$ cat config.mk
export PLATFORM = sky130hd
export DESIGN_NAME = regfile_64x24_2r1w_ctl
export DESIGN_NICKNAME = d
export VERILOG_FILES = /design/src/rtl/toysram_rf_pkg.sv /design/src/rtl/toysram_rf_predec.sv /design/src/rtl/regfile_64x24_2r1w_ctl.sv
export SDC_FILE = /design/constraint.sdc
export NUM_CORES = 1
export LEC_CHECK = 0
export BUFFER_PORTS_ARGS = -buffer_cell sky130_fd_sc_hd__buf_2
export CAP_MARGIN = 20
export CORE_MARGIN = 10
export CORE_UTILIZATION = 28
export CTS_BUF_LIST = sky130_fd_sc_hd__clkbuf_4 sky130_fd_sc_hd__clkbuf_8
export DETAILED_ROUTE_END_ITERATION = 8
export PLACE_DENSITY = 0.6
export SYNTH_ARGS = -nofsm -noshare
export SYNTH_HDL_FRONTEND = slang
export SYNTH_SLANG_ARGS = --single-unit
$ cat constraint.sdc
create_clock -name clk -period 4.4 [get_ports clk]
set_clock_uncertainty 0.15 [all_clocks]
set_input_delay 0.88 -clock clk [delete_from_list [all_inputs] [get_ports clk]]
set_output_delay 0.88 -clock clk [all_outputs]
set_load 0.05 [all_outputs]
$ cat src/rtl/toysram_rf_pkg.sv
// Shared types and sizes for the 64x24 2R1W toysram register-file port controller.
package toysram_rf_pkg;

   localparam int RF_ADR_W = 6;
   localparam int RF_DAT_W = 24;

   // Field order is the array pin order; the parent unpacks it with one concatenation.
   typedef struct packed {
      logic c_na0;
      logic c_a0;
      logic na1_na2;
      logic na1_a2;
      logic a1_na2;
      logic a1_a2;
      logic na3;
      logic a3;
      logic na4_na5;
      logic na4_a5;
      logic a4_na5;
      logic a4_a5;
   } rf_predec_t;

   typedef enum logic [1:0] {
      S_IDLE,
      S_SETUP,
      S_PULSE,
      S_HOLD
   } wr_state_t;

endpackage

$ cat src/rtl/toysram_rf_predec.sv
// Combinational address predecoder: binary address plus enable to the 12 array lines.
module toysram_rf_predec
   import toysram_rf_pkg::*;
(
   input  logic [0:RF_ADR_W-1] adr,
   input  logic                en,
   output rf_predec_t          pd
);

   assign pd.c_na0   = en & ~adr[0];
   assign pd.c_a0    = en &  adr[0];
   assign pd.na1_na2 = en & ~adr[1] & ~adr[2];
   assign pd.na1_a2  = en & ~adr[1] &  adr[2];
   assign pd.a1_na2  = en &  adr[1] & ~adr[2];
   assign pd.a1_a2   = en &  adr[1] &  adr[2];
   assign pd.na3     = en & ~adr[3];
   assign pd.a3      = en &  adr[3];
   assign pd.na4_na5 = en & ~adr[4] & ~adr[5];
   assign pd.na4_a5  = en & ~adr[4] &  adr[5];
   assign pd.a4_na5  = en &  adr[4] & ~adr[5];
   assign pd.a4_a5   = en &  adr[4] &  adr[5];

endmodule

$ cat src/rtl/regfile_64x24_2r1w_ctl.sv
// Port controller for the 64x24 2R1W toysram array: registered predecode, write
// pulse sequencing with setup/hold, registered read capture with write forwarding.
module regfile_64x24_2r1w_ctl
   import toysram_rf_pkg::*;
#(
   parameter int unsigned WR_PULSE = 2
) (
   input  logic                clk,
   input  logic                rst,

   input  logic                rd0_req,
   input  logic [0:RF_ADR_W-1] rd0_adr,
   output logic                rd0_vld,
   output logic [0:RF_DAT_W-1] rd0_dat_q,
   input  logic                rd1_req,
   input  logic [0:RF_ADR_W-1] rd1_adr,
   output logic                rd1_vld,
   output logic [0:RF_DAT_W-1] rd1_dat_q,

   input  logic                wr0_req,
   input  logic [0:RF_ADR_W-1] wr0_adr,
   input  logic [0:RF_DAT_W-1] wr0_dat,
   output logic                wr0_rdy,
   output logic                wr0_done,

   output logic rd0_c_na0, rd0_c_a0, rd0_na1_na2, rd0_na1_a2, rd0_a1_na2, rd0_a1_a2,
   output logic rd0_na3, rd0_a3, rd0_na4_na5, rd0_na4_a5, rd0_a4_na5, rd0_a4_a5,
   output logic rd1_c_na0, rd1_c_a0, rd1_na1_na2, rd1_na1_a2, rd1_a1_na2, rd1_a1_a2,
   output logic rd1_na3, rd1_a3, rd1_na4_na5, rd1_na4_a5, rd1_a4_na5, rd1_a4_a5,
   output logic wr0_c_na0, wr0_c_a0, wr0_na1_na2, wr0_na1_a2, wr0_a1_na2, wr0_a1_a2,
   output logic wr0_na3, wr0_a3, wr0_na4_na5, wr0_na4_a5, wr0_a4_na5, wr0_a4_a5,

   output logic [0:RF_DAT_W-1] arr_wr0_dat,
   input  logic [0:RF_DAT_W-1] arr_rd0_dat,
   input  logic [0:RF_DAT_W-1] arr_rd1_dat
);

   wr_state_t                 state_q, state_d;
   logic [2:0]                cnt_q, cnt_d;
   logic [0:RF_ADR_W-1]       wr_adr_q, wr_adr_nxt;
   logic [0:RF_DAT_W-1]       wr_dat_q;
   logic                      wr_acc;
   rf_predec_t                wr_pd_raw, wr_pd_d, wr_pd_q;

   logic [1:0]                rd_req;
   logic [0:RF_ADR_W-1]       rd_adr   [2];
   logic [0:RF_DAT_W-1]       arr_rd   [2];
   rf_predec_t                rd_pd_d  [2];
   rf_predec_t                rd_pd_q  [2];
   logic [1:0]                rd_act_q, rd_vld_q, fwd;
   logic [0:RF_ADR_W-1]       rd_adr_q [2];
   logic [0:RF_DAT_W-1]       rd_dat_q [2];

   assign rd_req    = {rd1_req, rd0_req};
   assign rd_adr[0] = rd0_adr;
   assign rd_adr[1] = rd1_adr;
   assign arr_rd[0] = arr_rd0_dat;
   assign arr_rd[1] = arr_rd1_dat;

   assign wr0_rdy  = (state_q == S_IDLE) & ~rst;
   assign wr0_done = (state_q == S_HOLD);
   assign wr_acc   = wr0_req & wr0_rdy;

   // NOTE: every signal driven here gets its default first, so no path leaves it unassigned (no latch).
   always_comb begin
      state_d = state_q;
      cnt_d   = cnt_q;
      case (state_q)
         S_IDLE:  if (wr_acc) state_d = S_SETUP;
         S_SETUP: begin
            state_d = S_PULSE;
            cnt_d   = '0;
         end
         S_PULSE: begin
            if (cnt_q == 3'(WR_PULSE - 1)) state_d = S_HOLD;
            else                           cnt_d   = cnt_q + 3'd1;
         end
         S_HOLD:  state_d = S_IDLE;
         default: state_d = S_IDLE;
      endcase
   end

   // Lines are registered, so they are decoded from the next-cycle address and state.
   assign wr_adr_nxt = wr_acc ? wr0_adr : wr_adr_q;

   toysram_rf_predec u_wr_predec (
      .adr (wr_adr_nxt),
      .en  (state_d != S_IDLE),
      .pd  (wr_pd_raw)
   );

   // Address lines span SETUP..HOLD; only the clock lines are confined to PULSE.
   always_comb begin
      wr_pd_d       = wr_pd_raw;
      wr_pd_d.c_na0 = wr_pd_raw.c_na0 & (state_d == S_PULSE);
      wr_pd_d.c_a0  = wr_pd_raw.c_a0  & (state_d == S_PULSE);
   end

   for (genvar p = 0; p < 2; p++) begin : g_rd_predec
      toysram_rf_predec u_rd_predec (
         .adr (rd_adr[p]),
         .en  (rd_req[p]),
         .pd  (rd_pd_d[p])
      );
   end

   always_comb begin
      fwd = '0;
      for (int p = 0; p < 2; p++)
         fwd[p] = (state_q != S_IDLE) && (rd_adr_q[p] == wr_adr_q);
   end

   // NOTE: state uses non-blocking assignments so every register samples pre-edge values.
   always_ff @(posedge clk) begin
      if (rst) begin
         // NOTE: datapath registers are reset too, because the array sees them as zeroed lines/data.
         state_q  <= S_IDLE;
         cnt_q    <= '0;
         wr_adr_q <= '0;
         wr_dat_q <= '0;
         wr_pd_q  <= '0;
         rd_act_q <= '0;
         rd_vld_q <= '0;
         for (int p = 0; p < 2; p++) begin
            rd_pd_q[p]  <= '0;
            rd_adr_q[p] <= '0;
            rd_dat_q[p] <= '0;
         end
      end else begin
         state_q <= state_d;
         cnt_q   <= cnt_d;
         wr_pd_q <= wr_pd_d;
         if (wr_acc) begin
            wr_adr_q <= wr0_adr;
            wr_dat_q <= wr0_dat;
         end
         rd_act_q <= rd_req;
         rd_vld_q <= rd_act_q;
         for (int p = 0; p < 2; p++) begin
            rd_pd_q[p]  <= rd_pd_d[p];
            rd_adr_q[p] <= rd_adr[p];
            if (rd_act_q[p]) rd_dat_q[p] <= fwd[p] ? wr_dat_q : arr_rd[p];
         end
      end
   end

   assign arr_wr0_dat = wr_dat_q;
   assign rd0_vld     = rd_vld_q[0];
   assign rd1_vld     = rd_vld_q[1];
   assign rd0_dat_q   = rd_dat_q[0];
   assign rd1_dat_q   = rd_dat_q[1];

   assign {rd0_c_na0, rd0_c_a0, rd0_na1_na2, rd0_na1_a2, rd0_a1_na2, rd0_a1_a2,
           rd0_na3, rd0_a3, rd0_na4_na5, rd0_na4_a5, rd0_a4_na5, rd0_a4_a5} = rd_pd_q[0];
   assign {rd1_c_na0, rd1_c_a0, rd1_na1_na2, rd1_na1_a2, rd1_a1_na2, rd1_a1_a2,
           rd1_na3, rd1_a3, rd1_na4_na5, rd1_na4_a5, rd1_a4_na5, rd1_a4_a5} = rd_pd_q[1];
   assign {wr0_c_na0, wr0_c_a0, wr0_na1_na2, wr0_na1_a2, wr0_a1_na2, wr0_a1_a2,
           wr0_na3, wr0_a3, wr0_na4_na5, wr0_na4_a5, wr0_a4_na5, wr0_a4_a5} = wr_pd_q;

endmodule

==> results.yml, run 1 <==
worst_setup_path:
  required_ns: 3.37
  path_class: "in2out"
  cp_data_arrival_time_ns: 1.82
  end_kind: "output port"
  r2r-end: "rd_dat_q[0][29]$_SDFFCE_PN0P_"
  r2r_cells: 6
  critPathSlowestCell: "buf_2"
  reg2reg_from: "state_q[0]$_SDFF_PP0_"
  r2r_slack_ns: 1.85
  crit_path_max_fanout: 23
  crit_top_cell: "buf_2"
  critPathLaunchType: "input port"
  cp_cell_sequence: "buf_2 > buf_4 > nor2b_1 > buf_2"
  slowest_delay_ns: 0.34
status:
  status: "complete, no violations"
floorplan:
  io_pins: 207
  die_h_um: 157
  die_w_um: 157
  rows: 50
  initial_core_util_pct: 28.3
  die-area_um2: 24700
  core_area_um2: 18600
synthesis:
  ys_ff_latch: 135
  syn_inst: 480
  ys_types: 33
  synth_top_area_share_pct: 33.0
  synthTopCellsByArea: "dfxtp_1, edfxtp_1, mux2i_1"
  yosys_warnings: 0
  async_flop_share_pct: 0
  synth_top_area_cell: "dfxtp_1"
  synth_area_um2: 5280
  synth_edf_count: 48
  synth.yosys.seq_area_share_pct: 60.3
  synth-main-ff-cell: "dfxtp_1"
  synth_area_per_cell_um2: 11.0
  synth.net_count: 582
routing:
  routed_wl_um: 16100
  drc: 0
  drt_first_pass_iters: 4
  drt_iter0_drc: 139
  wl_per_cell_um: 17.2
  via_count: 4080
  drtAntennaViolNets: 0
  via_per_inst: 4.35
power:
  power_density_nw_per_um2: 456
  clockPowerShare_pct: 32.8
  ir_drop_mv: 0.249
  pwr-share-seq_pct: 45.6
  power_frac_comb_pct: 21.6
  p_leak_nw: 3.38
  p_sw_share_pct: 32.9
  switchingPower_mw: 1.05
  p_int_mw: 2.13
clocking:
  post-cts-setup-buffers: 0
  clk_latency_ns: 0.44
  cts-resized-gates: 0
  hold_buffers: 0
  cts.sinks: 135
  cts_root_buffer: "clkbuf_8"
  cts_tree: "done"
  clk_pin_slew_worst_paths_ns: 0.08
  htreeDepth: 4
  cts_inserted_buffers: 17
  clockBufferDepth: 2
placement:
  dp_cells: 902
  place_congestion: 0.752
  portBuffers: 206
  hpwl_um: 12100
global_routing:
  first_global_vias: 4363
  overflow: 0
  grt_max_degree: 73
  grt.total_usage_pct: 12.8
  antenna_found_initial: 6
  grt_pass1_wl_um: 24200
hold_path:
  min_path_type: "reg2reg"
  min-delay-start: "rd_act_q[0]$_SDFF_PP0_"
  whs_path_depth: 1
  hold_end: "rd_vld_q[0]$_SDFF_PP0_"
sta:
  drv_slew: 0
  relSlewSlack_pct: 51.9
  hold_violations: 0
  grt_setup_unrepaired: "no"
  tns_ns: 0
  max_freq_ghz: 0.351
  min_period_ns: 2.85
  timing.hold.ws_ns: 0.340
  min_period_over_period_pct: 64.7
  worstMarginPinSlew_ns: 0.721
  setup_viol: 0
cells_and_area:
  nets: 789
  fin_cells: 937
  syn2layout_area_growth_pct: 31.9
  drive_gt1_share_pct: 35.9
flow_run:
  drv_cap: 0
[through the flow]
stage	area, um^2	util (%)	setup WS, ns	total power, mW
2_1_floorplan	5280	-	1.45	1.96
3_3_place_gp	6550	35.1	1.59	2.17
3_5_place_dp	6550	35.1	1.55	2.17
4_1_cts	6950	37.3	1.55	3.23
5_1_grt	6950	37.3	1.48	3.33
6_report	6960	37.3	1.55	3.18
[cells by family after synthesis]
group	share of synthesized area (%)
and+or+nand+nor	21.8
DFF	60.3
muxes	10.8
buffers and inverters	2.61
xor gates and xnor gates	2.13
adders and majority gates	1.66
AOI/OAI and AO/OA	0.640
[metal layers]
metal / vias up / part of all wire (%) / global-route usage [%]
met4: 6 / 1.1 / 4.36
met3: 18 / 12 / 7.42
met2: 147 / 45 / 20.1
met1: 1878 / 42 / 14.2
li1: 2031 / - / -
met5: - / 0.27 / 0
[worst max-delay path by stage]
stage / start / end / slack, ns
after floorplan: rst / wr0_rdy / 1.45
after global placement: rst / wr0_rdy / 1.59
after detailed placement: rst / wr0_rdy / 1.55
after CTS: rst / wr0_rdy / 1.55
after global routing: rst / wr0_rdy / 1.48
final: rst / wr0_rdy / 1.55
[worst max-delay path, delay by kind of cell]
family	cells	cell delay [ns]
AND/OR/NAND/NOR	1	0.07
buffers and inverters	3	0.86
[flip-flops by register name, summed over array words and instances (netlist names), 3 cells and up]
name / cells
rd_adr_q: 12
arr_wr0_dat: 24
cnt_q: 3
rd_pd_q: 24
wr_adr_q: 6
rd_dat_q: 48
[power by group through the flow]
stage          combinational, mW  clock, mW  sequential (mW)
5_1_grt                    0.735       1.13             1.46
2_1_floorplan              0.212          0             1.75
6_report                   0.687       1.04             1.45
3_3_place_gp               0.692          0             1.48
4_1_cts                    0.697       1.08             1.45
3_5_place_dp               0.696          0             1.48
[layout by cell type, fill, tap and decap left out, types with 7 or more instances in the layout]
| master | netlist | layout |
|---|---|---|
| nor2b_1 | 15 | 15 |
| nor3_1 | 8 | 8 |
| dfxtp_1 | 87 | 87 |
| and2_1 | 7 | 7 |
| nand3b_1 | 28 | 28 |
| xor2_1 | 8 | 8 |
| nand2_1 | 128 | 128 |
| buf_2 | 2 | 206 |
| ha_1 | 7 | 7 |
| clkbuf_8 | 0 | 20 |
| buf_4 | 0 | 7 |
| edfxtp_1 | 48 | 48 |
| mux2i_1 | 56 | 56 |
| nor2_1 | 18 | 17 |
| inv_1 | 7 | 7 |
[cells in the mapped netlist (all sizes together), types with 4 or more instances]
library cell	number
and2	7
and3	6
buf	4
clkbuf	21
dfxtp	87
edfxtp	48
ha	7
inv	7
mux2i	56
nand2	128
nand2b	4
nand3b	28
nor2	18
nor2b	15
nor3	8
nor3b	5
xor2	9
[layout make-up]
class / instances / area, um^2
repair buffers: 213 / 1080
diodes: 3 / 7.51
clock inverters: 11 / 120
fillers: 1896 / 11700
multi-input cells: 313 / 1960
clock buffers: 21 / 283
flip-flops and latches: 135 / 3180
well taps: 234 / 293
inverters: 7 / 26.3
Power figures use the tool's default switching activity.
==> run 2: changes to the inputs <==
==> constraint.sdc (replaced) <==
create_clock -name clk -period 2.85 [get_ports clk]
set_clock_uncertainty 0.15 [all_clocks]
set_input_delay 0.57 -clock clk [delete_from_list [all_inputs] [get_ports clk]]
set_output_delay 0.57 -clock clk [all_outputs]
set_load 0.05 [all_outputs]
==> results.yml, run 2 (synthesis gave the netlist of run 1 again) <==
cells_and_area:
  syn2layout_area_growth_pct: 34.8
  regArea_um2: 3180
  final_cell_area_um2: 7110
  drive_gt1_share_pct: 36.1
  most-common-layout-cells: "buf_2, nand2_1, dfxtp_1"
  fin_cells: 939
  regMostFlops: "rd_dat_q"
  layout.cells.most_common: "buf_2"
  nets: 793
  fillers: 1915
  multi_input_area_um2: 1960
  largest_reg_flops: 48
routing:
  drt_iter0_drc: 141
  wl_per_cell_um: 17.5
  drc: 0
  drtAntennaViolNets: 0
  drt_first_pass_iters: 4
  via_count: 4078
  via_per_inst: 4.34
  routed_wl_um: 16500
worst_setup_path:
  reg2reg_from: "state_q[0]$_SDFF_PP0_"
  end_kind: "output port"
  critPathLaunchType: "flop"
  r2r_cells: 6
  r2r-end: "rd_dat_q[0][46]$_SDFFCE_PN0P_"
  required_ns: 2.13
  r2r_slack_ns: 0.51
  crit_path_max_fanout: 6
  path_class: "reg2out"
  cp_data_arrival_time_ns: 1.63
global_routing:
  grt_max_degree: 73
  grt.total_usage_pct: 13.1
  first_global_vias: 4281
  overflow: 0
  antenna_found_initial: 4
  grt_pass1_wl_um: 24700
floorplan:
  die_h_um: 157
  die-area_um2: 24700
  io_pins: 207
  initial_core_util_pct: 28.3
  rows: 50
  die_w_um: 157
  core_area_um2: 18600
placement:
  place_area_um2: 6600
  portBuffers: 206
  place_congestion: 0.764
  dp_cells: 906
  hpwl_um: 12400
hold_path:
  min_path_type: "in2reg"
  hold_end: "rd_pd_q[0][11]$_SDFF_PP0_"
  min-delay-start: "rd0_adr[0]"
  whs_path_depth: 2
clocking:
  cts_tree: "done"
  cts-resized-gates: 0
  cts_root_buffer: "clkbuf_8"
  htreeDepth: 4
  cts.sinks: 135
  cts_inserted_buffers: 17
  hold_buffers: 0
  post-cts-setup-buffers: 0
  clockBufferDepth: 2
  clk_pin_slew_worst_paths_ns: 0.08
  clk_latency_ns: 0.44
sta:
  relSlewSlack_pct: 51.5
  min_period_ns: 2.35
  timing.hold.ws_ns: 0.156
  min_period_over_period_pct: 82.4
  drv_slew: 0
  max_freq_ghz: 0.426
  hold_violations: 0
  tns_ns: 0
  grt_setup_unrepaired: "no"
  worstMarginPinSlew_ns: 0.727
  setup_viol: 0
flow_run:
  drv_cap: 0
power:
  p_leak_nw: 3.46
  power_density_nw_per_um2: 747
  finalPower_mw: 5.32
  ir_drop_mv: 0.399
status:
  status: "complete, no violations"
-- run 2: critical path, stage by stage, from the launching register on --
cell	delay, ns
dfxtp_1	0.35
inv_1	0.11
ha_1	0.28
nor2b_1	0.16
buf_2	0.29
-- run 2: final cells by class --
cell class,instances,share of cell area (%)
Clock inverter,12,3.48
Multi-Input combinational cell,313,27.6
Clock buffer,19,3.59
Timing Repair Buffer,217,16.0
Antenna cell,2,0.0704
Tap cell,234,4.12
Inverter,7,0.369
Sequential cell,135,44.8
-- run 2: how the worst max path moves through the flow --
| stage | to | cells after the start | slack [ns] | startpoint |
|---|---|---|---|---|
| 5_1_grt | rd_dat_q[0][46]$_SDFFCE_PN0P_ | 6 | 0.37 | state_q[0]$_SDFF_PP0_ |
| 2_1_floorplan | wr0_rdy | 3 | 0.52 | rst |
| 3_3_place_gp | rd_dat_q[0][28]$_SDFFCE_PN0P_ | 6 | 0.57 | state_q[0]$_SDFF_PP0_ |
| 3_5_place_dp | rd_dat_q[0][46]$_SDFFCE_PN0P_ | 6 | 0.49 | state_q[0]$_SDFF_PP0_ |
| 4_1_cts | wr0_rdy | 4 | 0.47 | state_q[0]$_SDFF_PP0_ |
| 6_report | wr0_rdy | 4 | 0.50 | state_q[0]$_SDFF_PP0_ |
-- run 2: power by group --
part	total [mW]	internal, mW	switching [mW]
sequential	2.23	2.15	0.0841
clock	2.01	1.25	0.756
combinational	1.07	0.292	0.783
total	5.32	3.69	1.62
-- run 2: routing by layer --
layer,up-vias,global-route usage [%],share of wire (%)
li1,2031,-,-
met1,1872,15.4,43
met2,152,20.6,45
met3,17,7.18,11
met4,6,3.07,0.81
met5,-,0,0.25
-- run 2: stage by stage --
step	util, %	setup slack [ns]
6_report	38.1	0.503
3_3_place_gp	35.4	0.567
2_1_floorplan	-	0.516
4_1_cts	38.1	0.465
5_1_grt	38.1	0.374
3_5_place_dp	35.4	0.489
==> run 3: changes to the inputs <==
--- a/config.mk
+++ b/config.mk
@@ -5,13 +5,14 @@
 export SDC_FILE = /design/constraint.sdc
 export NUM_CORES = 1
 export LEC_CHECK = 0
+export ABC_AREA = 1
 export BUFFER_PORTS_ARGS = -buffer_cell sky130_fd_sc_hd__buf_2
 export CAP_MARGIN = 20
 export CORE_MARGIN = 10
 export CORE_UTILIZATION = 28
 export CTS_BUF_LIST = sky130_fd_sc_hd__clkbuf_4 sky130_fd_sc_hd__clkbuf_8
 export DETAILED_ROUTE_END_ITERATION = 8
-export PLACE_DENSITY = 0.6
+export PLACE_DENSITY = 0.61
 export SYNTH_ARGS = -nofsm -noshare
 export SYNTH_HDL_FRONTEND = slang
 export SYNTH_SLANG_ARGS = --single-unit
==> constraint.sdc (replaced) <==
create_clock -name clk -period 2 [get_ports clk]
set_clock_uncertainty 0.15 [all_clocks]
set_input_delay 0.4 -clock clk [delete_from_list [all_inputs] [get_ports clk]]
set_output_delay 0.4 -clock clk [all_outputs]
set_load 0.05 [all_outputs]
==> results.yml, run 3 <==
routing:
  wl_per_cell_um: 16.0
  drtAntennaViolNets: 0
  via_count: 5057
  drc: 0
  via_per_inst: 4.36
  drt_first_pass_iters: 6
  routed_wl_um: 18600
  drt_iter0_drc: 221
worst_setup_path:
  r2r-end: "wr0_na4_a5$_SDFF_PP0_"
  cp_data_arrival_time_ns: 1.38
  required_ns: 1.45
  path_class: "reg2out"
  crit_path_max_fanout: 4
  r2r_slack_ns: 0.15
  reg2reg_from: "state_q[0]$_SDFF_PP0_"
  end_kind: "output port"
  critPathLaunchType: "flop"
  r2r_cells: 12
sta:
  setup_viol: 0
  tns_ns: 0
  drv_slew: 0
  min_period_over_period_pct: 96.3
  relSlewSlack_pct: 67.4
  worstMarginPinSlew_ns: 0.489
  hold_violations: 0
  min_period_ns: 1.93
  max_freq_ghz: 0.519
synthesis:
  syn_inst: 660
  synth_area_per_cell_um2: 8.45
  yosysMostFrequentCell: "nor2_1"
  synth.yosys.seq_area_share_pct: 57.1
  synth_common_cells: "nor2_1, nand2_1, dfxtp_1"
  synth_top_area_share_pct: 31.2
  ys_ff_latch: 135
  async_flop_share_pct: 0
  synth_top_area_cell: "dfxtp_1"
  synth_area_um2: 5580
  synth.net_count: 762
  yosys_warnings: 0
  synth-main-ff-cell: "dfxtp_1"
  synth_edf_count: 48
  synthTopCellsByArea: "dfxtp_1, edfxtp_1, nor2_1"
  ys_types: 27
floorplan:
  rows: 51
  die-area_um2: 26000
  core_area_um2: 19500
  die_w_um: 161
  die_h_um: 161
  io_pins: 207
  initial_core_util_pct: 28.6
global_routing:
  grt_max_degree: 50
  overflow: 0
  grt_pass1_wl_um: 28400
  antenna_found_initial: 6
  grt.total_usage_pct: 14.0
  first_global_vias: 5093
cells_and_area:
  syn2layout_area_growth_pct: 35.1
  nets: 982
  regMostFlops: "rd_dat_q"
  drive_gt1_share_pct: 32.4
  final_cell_area_um2: 7540
  most-common-layout-cells: "buf_2, nor2_1, nand2_1"
  largest_reg_flops: 48
  layout.cells.most_common: "buf_2"
placement:
  place_congestion: 0.844
  hpwl_um: 14000
  portBuffers: 206
  place_area_um2: 6970
clocking:
  cts_tree: "done"
  clockBufferDepth: 2
  clk_latency_ns: 0.45
  cts.sinks: 135
  cts_root_buffer: "clkbuf_8"
  clk_pin_slew_worst_paths_ns: 0.09
  cts_inserted_buffers: 17
  htreeDepth: 4
power:
  p_leak_nw: 3.55
  finalPower_mw: 7.35
  power_density_nw_per_um2: 975
  ir_drop_mv: 0.397
hold_path:
  whs_path_depth: 3
  min-delay-start: "rd0_adr[4]"
  hold_end: "rd_pd_q[0][1]$_SDFF_PP0_"
  min_path_type: "in2reg"
status:
  status: "complete, no violations"
flow_run:
  drv_cap: 0
[run 3: worst max-delay path by stage]
stage	startpoint	end	slack, ns	depth (start not counted)
5_1_grt	state_q[0]$_SDFF_PP0_	wr0_rdy	-0.003	5
2_1_floorplan	rst	rd_dat_q[0][0]$_SDFFCE_PN0P_	0.07	4
6_report	state_q[0]$_SDFF_PP0_	wr0_rdy	0.07	5
4_1_cts	state_q[0]$_SDFF_PP0_	wr0_rdy	0.01	5
3_3_place_gp	state_q[0]$_SDFF_PP0_	rd_dat_q[0][20]$_SDFFCE_PN0P_	0.11	9
3_5_place_dp	state_q[0]$_SDFF_PP0_	rd_dat_q[0][20]$_SDFFCE_PN0P_	0.05	9
[run 3: metal layers]
metal,share of wire [%],track usage (%)
met4,1.2,4.18
met5,0.21,0
met1,41,16.0
met3,11,6.94
met2,47,22.6
[run 3: worst max-delay path: stages, from the launching register on]
cell     delay, ns
dfxtp_2       0.35
inv_4         0.08
ha_4          0.15
inv_2         0.04
nor2_4        0.14
buf_8         0.17
[run 3: cells by family after synthesis]
family	Yosys count	synth area share, %
xor+xnor	5	0.785
fa+ha+maj	7	1.57
compound gates	61	5.85
buf+inv	110	8.75
simple gates	342	26.0
flops	135	57.1
[run 3: report_power, final]
part | switching [mW] | internal, mW | leakage [nW] | total, mW
combinational | 1.31 | 0.483 | 2.12 | 1.79
clock | 1.26 | 1.17 | 0.215 | 2.43
sequential | 0.0876 | 3.05 | 1.22 | 3.14
total | 2.65 | 4.70 | 3.55 | 7.35
[run 3: repair_timing]
item	in CTS	in global routing
hold buffers	10	0
endpoints found under the setup margin	1	1
setup buffers	0	2
gates resized for setup	7	4
endpoints found under the hold margin	18	0
pin swaps	0	1
[run 3: cell type report]
class,count,area [um^2]
fill,2024,12000
sequential,135,3190
multi-input combinational,415,1930
timing repair buffer,233,1370
tap,265,332
inverter,78,295
clock buffer,17,234
clock inverter,15,183
antenna,2,5.00
[run 3: per-stage QoR]
stage / utilization, % / instances / worst slack (ns) / hold slack (ns)
after floorplan: - / 660 / 0.0655 / 0.291
after detailed placement: 35.7 / 1114 / 0.0486 / 0.335
after global placement: 35.7 / 1114 / 0.107 / 0.316
final: 38.6 / 1160 / 0.0742 / 0.0515
after global routing: 38.6 / 1158 / -0.00276 / 0.0407
after CTS: 38.5 / 1156 / 0.0143 / 0.00129
